--- config.mk ---
export PLATFORM = sky130hd
export DESIGN_NAME = mmio_uart_tx
export DESIGN_NICKNAME = d
export VERILOG_FILES = /design/src/rtl/mmio_uart_tx.sv
export SDC_FILE = /design/constraint.sdc
export NUM_CORES = 1
export LEC_CHECK = 0
export CELL_PAD_IN_SITES_DETAIL_PLACEMENT = 1
export CELL_PAD_IN_SITES_GLOBAL_PLACEMENT = 2
export CORE_MARGIN = 2
export CORE_UTILIZATION = 38
export CTS_BUF_LIST = sky130_fd_sc_hd__clkbuf_8
export DETAILED_ROUTE_END_ITERATION = 8
export MAX_ROUTING_LAYER = met4
export PLACE_DENSITY_LB_ADDON = 0.1
export SLEW_MARGIN = 20
export SYNTH_ARGS = -nofsm -noshare
export SYNTH_HDL_FRONTEND = slang
export SYNTH_SLANG_ARGS = --single-unit
--- constraint.sdc ---
create_clock -name clk -period 8.25 [get_ports clk]
set_input_delay 0.825 -clock clk [delete_from_list [all_inputs] [get_ports clk]]
set_output_delay 0.825 -clock clk [all_outputs]
set_load 0.05 [all_outputs]
--- src/rtl/mmio_uart_tx.sv ---
// Memory-mapped 8N1 UART transmitter with a byte FIFO, status register and
// programmable baud divisor; responds to CPU loads/stores qualified by sel.
module mmio_uart_tx #(
  parameter int unsigned FIFO_DEPTH  = 4,
  parameter logic [15:0] DEFAULT_DIV = 16'd10
) (
  input  logic        clk,
  input  logic        reset,
  input  logic        sel,
  input  logic [3:0]  addr,
  input  logic        mem_write,
  input  logic        mem_read,
  input  logic [31:0] wdata,
  output logic [31:0] rdata,
  output logic        tx,
  output logic        irq_empty
);

  localparam int unsigned AW = $clog2(FIFO_DEPTH);
  localparam int unsigned CW = AW + 1;
  localparam logic [CW-1:0] DEPTH_C = CW'(FIFO_DEPTH);

  typedef enum logic [1:0] {StIdle, StStart, StData, StStop} state_e;

  state_e          r_state;
  logic [7:0]      r_fifo [FIFO_DEPTH];
  logic [AW-1:0]   r_wr_ptr;
  logic [AW-1:0]   r_rd_ptr;
  logic [CW-1:0]   r_count;
  logic [15:0]     r_cnt;
  logic [15:0]     r_div_lat;
  logic [2:0]      r_bit_idx;
  logic [7:0]      r_shift;
  logic            r_tx;
  logic [15:0]     r_baud;
  logic            r_ovf;

  state_e          w_state_nxt;
  logic [15:0]     w_cnt_nxt;
  logic [15:0]     w_div_nxt;
  logic [2:0]      w_idx_nxt;
  logic [2:0]      w_idx_inc;
  logic [7:0]      w_shift_nxt;
  logic            w_tx_nxt;
  logic [CW-1:0]   w_count_nxt;
  logic            w_full;
  logic            w_empty;
  logic            w_busy;
  logic            w_bit_end;
  logic [15:0]     w_div_eff;
  logic            w_wr_txdata;
  logic            w_wr_status;
  logic            w_wr_baud;
  logic            w_push;
  logic            w_push_rej;
  logic            w_pop;
  logic            w_unused_ok;

  assign w_full      = (r_count == DEPTH_C);
  assign w_empty     = (r_count == '0);
  assign w_busy      = (r_state != StIdle);
  assign w_div_eff   = (r_baud == 16'd0) ? 16'd1 : r_baud;
  assign w_bit_end   = (r_cnt == r_div_lat - 16'd1);
  assign w_idx_inc   = r_bit_idx + 3'd1;
  assign w_wr_txdata = sel && mem_write && (addr[3:2] == 2'd0);
  assign w_wr_status = sel && mem_write && (addr[3:2] == 2'd1);
  assign w_wr_baud   = sel && mem_write && (addr[3:2] == 2'd2);
  // Full is judged on the registered count, so a same-cycle pop never frees a slot.
  assign w_push      = w_wr_txdata && !w_full;
  assign w_push_rej  = w_wr_txdata && w_full;
  assign w_unused_ok = ^{wdata[31:16], addr[1:0]};

  assign tx        = r_tx;
  assign irq_empty = w_empty && !w_busy;

  always_comb begin
    w_state_nxt = r_state;
    w_cnt_nxt   = r_cnt;
    w_div_nxt   = r_div_lat;
    w_idx_nxt   = r_bit_idx;
    w_shift_nxt = r_shift;
    w_tx_nxt    = r_tx;
    w_pop       = 1'b0;
    unique case (r_state)
      StIdle: begin
        w_tx_nxt = 1'b1;
        w_pop    = !w_empty;
      end
      StStart: begin
        if (w_bit_end) begin
          w_cnt_nxt   = '0;
          w_idx_nxt   = '0;
          w_state_nxt = StData;
          w_tx_nxt    = r_shift[0];
        end else begin
          w_cnt_nxt = r_cnt + 16'd1;
        end
      end
      StData: begin
        if (w_bit_end) begin
          w_cnt_nxt = '0;
          if (r_bit_idx == 3'd7) begin
            w_state_nxt = StStop;
            w_tx_nxt    = 1'b1;
          end else begin
            w_idx_nxt = w_idx_inc;
            w_tx_nxt  = r_shift[w_idx_inc];
          end
        end else begin
          w_cnt_nxt = r_cnt + 16'd1;
        end
      end
      StStop: begin
        if (w_bit_end) begin
          w_cnt_nxt   = '0;
          w_state_nxt = StIdle;
          w_tx_nxt    = 1'b1;
          w_pop       = !w_empty;
        end else begin
          w_cnt_nxt = r_cnt + 16'd1;
        end
      end
      default: w_state_nxt = StIdle;
    endcase
    // Frame start: the divisor is captured here so later BAUDDIV writes wait a frame.
    if (w_pop) begin
      w_shift_nxt = r_fifo[r_rd_ptr];
      w_div_nxt   = w_div_eff;
      w_cnt_nxt   = '0;
      w_state_nxt = StStart;
      w_tx_nxt    = 1'b0;
    end
  end

  always_comb begin
    w_count_nxt = r_count;
    if (w_push && !w_pop) begin
      w_count_nxt = r_count + CW'(1);
    end else if (!w_push && w_pop) begin
      w_count_nxt = r_count - CW'(1);
    end
  end

  always_comb begin
    rdata = 32'h0;
    if (sel && mem_read) begin
      case (addr[3:2])
        2'd1:    rdata = {28'h0, r_ovf, w_busy, w_empty, w_full};
        2'd2:    rdata = {16'h0, r_baud};
        default: rdata = 32'h0;
      endcase
    end
  end

  always_ff @(posedge clk) begin
    if (!reset) begin
      r_state   <= StIdle;
      r_count   <= '0;
      r_wr_ptr  <= '0;
      r_rd_ptr  <= '0;
      r_cnt     <= '0;
      r_div_lat <= 16'd1;
      r_bit_idx <= '0;
      r_shift   <= '0;
      r_tx      <= 1'b1;
      r_baud    <= DEFAULT_DIV;
      r_ovf     <= 1'b0;
    end else begin
      r_state   <= w_state_nxt;
      r_count   <= w_count_nxt;
      r_cnt     <= w_cnt_nxt;
      r_div_lat <= w_div_nxt;
      r_bit_idx <= w_idx_nxt;
      r_shift   <= w_shift_nxt;
      r_tx      <= w_tx_nxt;
      if (w_push) r_wr_ptr <= r_wr_ptr + AW'(1);
      if (w_pop) r_rd_ptr <= r_rd_ptr + AW'(1);
      if (w_wr_baud) r_baud <= wdata[15:0];
      if (w_push_rej) begin
        r_ovf <= 1'b1;
      end else if (w_wr_status && wdata[3]) begin
        r_ovf <= 1'b0;
      end
    end
  end

  always_ff @(posedge clk) begin
    if (w_push) r_fifo[r_wr_ptr] <= wdata[7:0];
  end

endmodule

==> results of run 1 <==
[final cells by class]
type | count | area (um^2)
fillers | 1560 | 7490
multi-input cells | 382 | 2610
flip-flops and latches | 102 | 2360
repair buffers | 42 | 410
well taps | 176 | 220
clock buffers | 9 | 124
inverters | 18 | 67.6
clock inverters | 7 | 61.3
[path summary, 6_finish.rpt]
path                     start         end  slack, ns  cells past startpoint
setup / recovery  r_div_lat[0]  r_count[2]       4.35                     15
hold / removal      r_shift[6]  r_shift[6]       0.47                      2
setup reg to reg  r_div_lat[0]  r_count[2]       4.35                     15
hold reg to reg     r_shift[6]  r_shift[6]       0.47                      2
[kinds of logic (layout without fill, tap and decap cells)]
| kind of cell | count (synthesis) | in the layout | synth area share, % |
|---|---|---|---|
| buffers and inverters | 59 | 76 | 6.00 |
| flip-flops | 102 | 102 | 45.2 |
| XOR/XNOR | 38 | 38 | 6.36 |
| AND/OR/NAND/NOR | 215 | 215 | 20.4 |
| AO/OA/AOI/OAI | 52 | 52 | 6.94 |
| adder cells (fa/ha/maj) | 18 | 18 | 4.45 |
| multiplexers | 43 | 43 | 10.7 |
| other | 1 | 16 | 0.0717 |
[cells in the mapped netlist (all sizes together), types with 2 or more instances]
cell type | instances | share of area (%)
a41oi | 4 | 0.67
nand4 | 10 | 1.3
nand3 | 19 | 1.9
o31ai | 3 | 0.69
a22oi | 4 | 0.57
mux2 | 2 | 0.43
nand2b | 2 | 0.24
nor4 | 6 | 1.0
ha | 17 | 4.1
o21ai | 6 | 0.57
and4 | 2 | 0.33
and3 | 8 | 0.96
inv | 18 | 1.3
a211oi | 6 | 0.96
a21oi | 19 | 1.8
edfxtp | 32 | 18
mux4 | 10 | 4.3
clkbuf | 19 | 1.4
and2 | 18 | 2.2
xnor2 | 21 | 3.5
dfxtp | 70 | 27
mux2i | 31 | 5.9
or3 | 4 | 0.48
a31oi | 2 | 0.24
nand2 | 99 | 7.1
nor2 | 23 | 1.7
xor2 | 17 | 2.8
buf | 22 | 3.3
a221oi | 2 | 0.45
o2111ai | 2 | 0.33
nor3 | 17 | 1.8
[per-stage QoR]
stage | hold WS (ns) | std cells | cell area (um^2) | setup slack, ns
after global routing | 0.495 | 736 | 5860 | 4.02
after floorplan | 0.435 | 543 | 5290 | 4.92
after detailed placement | 0.458 | 720 | 5670 | 4.34
after CTS | 0.474 | 736 | 5860 | 4.31
after global placement | 0.445 | 720 | 5670 | 4.41
final | 0.472 | 736 | 5860 | 4.35
[power groups by stage]
stage               Sequential [W]  Clock [W]  Combinational (W)
global route              0.000637   0.000345           0.000656
global placement          0.000635          0           0.000585
finish                    0.000625   0.000309           0.000594
CTS                       0.000627   0.000322           0.000604
floorplan                 0.000616          0           0.000510
detailed placement        0.000638          0           0.000601
[critical path, cell delays in order, from the launching register on]
cell and delay (ns):
dfxtp_1 0.35, inv_1 0.09, ha_1 0.26, nor4b_4 0.41
and4_1 0.32, xnor2_1 0.14, a211oi_1 0.16, nor2_1 0.40
o31ai_4 0.13, inv_2 0.26, ha_1 0.25, inv_1 0.06
fa_1 0.38, xor2_1 0.18, or3_1 0.30, a21oi_1 0.14
[layer usage]
| layer | track usage [%] | share of wire (%) | vias to the layer above |
|---|---|---|---|
| li1 | - | - | 1871 |
| met2 | 29.1 | 47 | 58 |
| met5 | - | 0 | - |
| met4 | 3.23 | 0.51 | 0 |
| met1 | 24.7 | 49 | 1832 |
| met3 | 4.09 | 2.8 | 6 |
[sequential cells by signal (all words and copies together), names as in the netlist, 3 cells and up]
| name | flops |
|---|---|
| r_fifo | 32 |
| r_div_lat | 16 |
| r_bit_idx | 3 |
| r_baud | 16 |
| r_count | 3 |
| r_cnt | 16 |
| r_shift | 8 |
==> impl_results.md, run 1 <==
* Most common cell after layout, fill and taps aside: nand2_1
* Clk pwr share at 20.2%
* Die W at 121 um
* Setup crit end kind: flop
* Layout cells sized above 1 at 7.14%
* Port Buf Inserts at 40
* CTS tree: yes
* Initial DRC Count at 169
* Antenna viol nets, final at 0
* Lkg Pwr at 2.14 nW
* GR Overflow Total at 0
* Gr usage total at 18.4%
* Initial Utilization at 39.2%
* ANT cells at 0
* HPWL Detailed at 9160 um
* Worst Skew at 0.0132 ns
* Final WL at 12,300 um
* Seq cells post-synth at 102
* FP Rows at 42
* Combinational Power Share at 38.9%
* CP required at 8.55 ns
* Total die area at 0.0147 mm^2
* Post-CTS setup buffers at 0
* Post-synth EDFFs at 32
* Vias per cell at 5.12
* Critical path peak fanout at 11
* Root Buffer: clkbuf_8
* Clock sink count at 102
* Pin count of the biggest net entering global routing at 69
* Pwr Density at 261 mW/mm^2
* Synthesized instance count at 528
* Tot Pwr at 0.00153 W
* Drt wl/cell at 16.7 um
* Most used DFF post-synth: dfxtp_1
* Final min period at 3.90 ns
* Yosys cell types at 57
* Seq pwr share at 40.9%
* Post-synth ARST share at 0%
* Hold Crit Class: reg -> reg
* Hold Vio Cnt, Final at 0
* Setup TNS at 0 ns
* Gpl congestion at 0.771
* Clock Tree Buf Depth at 2
* Commonest cells after routing, fill and taps aside: nand2_1, dfxtp_1, clkdlybuf4s50_1
* Routed vias at 3,767
* Synth Warn # at 0
* Final nets at 614
* Status: finished, final reports clean
* Final setup violation count at 0
* Number of global-route vias before repair at 3,856
* RSZ-0062 raised after global routing: false
* Detailed-route DRC error count at 0
* Worst-skew pair later-pin latency at 0.38 ns
* Die height at 121 um
* Final Slew Violations at 0
* Final Util at 43.9%
* Seq/Total Area, Yosys at 45.2%
* Syn_area_per_cell at 9.91 um^2
* Core ar. at 0.0133 mm^2
* First-pass GRT wire length at 20,600 um
* Worst-path clk slew at 0.11 ns
* Ports at 75
* Slew @ Worst Pin at 1.01 ns
* First-pass iteration count of the detailed router at 4
* Worst vdd ir at 0.000147 V
* WP data arrival at 4.19 ns
* CTS buffer count at 9
* Cts repair resizes at 0
* Psw at 0.000602 W
* Mapped cell area at 0.00523 mm^2
* Max cap viols at 0
* Htree depth at 3
* Crit start category: flop
* Internal power at 0.000926 W
* Slew headroom at 32.1%
* WS Path Type: reg -> reg
* Initial antenna violation count at 0
* Net Sw Frac at 39.4%
* Tcrit/Tclk final at 47.2%
* # hold bufs at CTS at 0
* Max Freq at 0.257 GHz
* Area Overhead vs Synth at 12.0%
Power figures use the tool's default switching activity.
==> run 2, diff against run 1 <==
--- a/config.mk
+++ b/config.mk
@@ -8,7 +8,7 @@
 export CELL_PAD_IN_SITES_DETAIL_PLACEMENT = 1
 export CELL_PAD_IN_SITES_GLOBAL_PLACEMENT = 2
 export CORE_MARGIN = 2
-export CORE_UTILIZATION = 38
+export CORE_UTILIZATION = 32
 export CTS_BUF_LIST = sky130_fd_sc_hd__clkbuf_8
 export DETAILED_ROUTE_END_ITERATION = 8
 export MAX_ROUTING_LAYER = met4
==> constraint.sdc (replaced) <==
create_clock -name clk -period 3.36 [get_ports clk]
set_input_delay 0.336 -clock clk [delete_from_list [all_inputs] [get_ports clk]]
set_output_delay 0.336 -clock clk [all_outputs]
set_load 0.05 [all_outputs]
==> run 2 against run 1 <==
Against the previous run:
- via count grew 0.80%
- register-to-register slack got worse by 4.2 ns
- clock skew down 0.0036 ns
- cell area rose by 5.0%
- combinational power grew to 3.0 times the previous value
- critical path depth increased by 1
- sequential power rose by 140%
- sequential share of layout area decreased by 1.9 points
- core utilization decreased by 5.3 points
- final cell count increased by 8.8%
- critical path type unchanged
==> impl_results.md, run 2 (synthesis gave the netlist of run 1 again) <==
* Most flops, register: r_fifo
* Clk pwr share at 19.9%
* Combinational Power Share at 43.0%
* Final min period at 3.17 ns
* Detailed-route DRC error count at 0
* ANT cells at 0
* Largest register FFs at 32
* First-pass GRT wire length at 21,100 um
* Hold path start: r_shift[5]
* Pin count of the biggest net entering global routing at 68
* Gpl congestion at 0.807
* Layout cells sized above 1 at 12.3%
* Clock sink count at 102
* Total die area at 0.0174 mm^2
* WS Path Type: reg -> reg
* Core ar. at 0.0159 mm^2
* Final nets at 639
* Max Freq at 0.315 GHz
* Hold Crit Class: reg -> reg
* Port Buf Inserts at 40
* Most common cell after layout, fill and taps aside: nand2_1
* Area Overhead vs Synth at 17.6%
* Root Buffer: clkbuf_8
* Lkg Pwr at 2.27 nW
* Drt wl/cell at 16.0 um
* Die W at 132 um
* Initial Utilization at 32.8%
* CTS buffer count at 9
* RSZ-0062 raised after global routing: false
* Reg-to-Reg Start: r_div_lat[0]
* FP Rows at 46
* Worst Skew at 0.00956 ns
* Seq pwr share at 37.1%
* Slew headroom at 39.1%
* Max cap viols at 0
* Crit start category: flop
* Post-DP Area at 0.00589 mm^2
* Slew @ Worst Pin at 0.913 ns
* Final setup violation count at 0
* Pwr Density at 666 mW/mm^2
* HPWL Detailed at 9480 um
* CP required at 3.67 ns
* Setup crit end kind: flop
* Tcrit/Tclk final at 94.4%
* R2R Path End: r_count[2]
* Initial antenna violation count at 0
* Worst R2R Path Depth at 16
* Net Sw Frac at 39.2%
* Die height at 132 um
* Critical path peak fanout at 3
* Initial DRC Count at 135
* Commonest cells after routing, fill and taps aside: nand2_1, dfxtp_1, clkdlybuf4s50_1
* Number of global-route vias before repair at 3,858
* Status: finished, final reports clean
* Antenna viol nets, final at 0
* Worst-skew pair later-pin latency at 0.39 ns
* Htree depth at 3
* Internal power at 0.00249 W
* Finished Layout Cells at 801
* Clock Tree Buf Depth at 2
* Vias per cell at 4.74
* # hold bufs at CTS at 0
* Hold EP: r_shift[5]
* Setup TNS at 0 ns
* Final Slew Violations at 0
* CTS tree: yes
* Post-route cell area at 0.00615 mm^2
* Gr usage total at 15.7%
* First-pass iteration count of the detailed router at 4
* Worst-path clk slew at 0.11 ns
* Worst vdd ir at 0.000307 V
* WP data arrival at 3.49 ns
* Hold path cells at 2
* Routed vias at 3,797
* Tot Pwr at 0.00410 W
* Worst R2R Setup Slack at 0.19 ns
* GR Overflow Total at 0
* Placed Cells at 782
* Final WL at 12,800 um
* Psw at 0.00161 W
* Hold Vio Cnt, Final at 0
* Ports at 75
## run 2: changes by cell type in the layout (fill, tap and decap cells not counted), moves of 2 or more
cell	previous run	this run
ha_1	17	15
nor2_1	23	21
ha_2	0	2
nor2_2	0	2
buf_4	2	27
## run 2: final cells by class
| class | count | area (um^2) |
|---|---|---|
| clock buffers | 9 | 124 |
| well taps | 216 | 270 |
| multi-input cells | 382 | 2650 |
| clock inverters | 7 | 81.3 |
| flip-flops and latches | 102 | 2360 |
| inverters | 18 | 67.6 |
| repair buffers | 67 | 598 |
| fillers | 1816 | 9790 |
## run 2: power by group through the flow
stage | registers, W | logic, W | clock network (W)
2_1_floorplan | 0.00151 | 0.00125 | 0
3_3_place_gp | 0.00154 | 0.00163 | 0
3_5_place_dp | 0.00155 | 0.00166 | 0
4_1_cts | 0.00152 | 0.00168 | 0.000854
5_1_grt | 0.00154 | 0.00191 | 0.000911
6_report | 0.00152 | 0.00176 | 0.000817
## run 2: repair_timing
item / 4_1_cts / 5_1_grt
gates cloned: 0 / 0
gates resized for setup: 1 / 7
setup buffers: 0 / 3
setup endpoints to repair: 1 / 2
pin swaps: 0 / 3
## run 2: worst max path at each step
stage | start | endpoint | slack, ns | depth (start not counted)
floorplan | r_div_lat[0] | r_count[2] | 0.03 | 16
global placement | r_div_lat[0] | r_count[2] | 0.12 | 16
detailed placement | r_div_lat[0] | r_count[2] | -0.03 | 16
CTS | r_div_lat[0] | r_count[2] | 0.04 | 16
global route | r_div_lat[0] | r_count[2] | 0.01 | 16
finish | r_div_lat[0] | r_count[2] | 0.19 | 16
## run 2: metal layers
metal  wire length (um)  part of all wire [%]  track usage, %  vias up
met4                222                   1.7            4.65        0
met2               5670                    44            23.0       63
met5                  0                     0               -        -
met3                339                   2.6            3.50       14
met1               6610                    51            21.7     1808
li1                   -                     -               -     1912
## run 2: worst max-delay path, cell delays in order (launching register included)
cell and delay [ns]:
dfxtp_1 0.33, inv_1 0.07, ha_2 0.18, nor4b_4 0.24
and4_1 0.29, xnor2_1 0.13, a211oi_1 0.09, buf_4 0.17
nor2_2 0.17, o31ai_4 0.10, inv_2 0.08, ha_2 0.18
inv_1 0.05, fa_1 0.37, xor2_1 0.18, or3_1 0.33
a21oi_2 0.14
## run 2: per-stage QoR
| step | setup WS (ns) | hold WS, ns | utilization [%] |
|---|---|---|---|
| final | 0.189 | 0.468 | 38.6 |
| after global routing | 0.0129 | 0.488 | 38.6 |
| after detailed placement | -0.0313 | 0.457 | 36.9 |
| after CTS | 0.0406 | 0.466 | 38.3 |
| after global placement | 0.119 | 0.447 | 36.9 |
| after floorplan | 0.0272 | 0.435 | - |
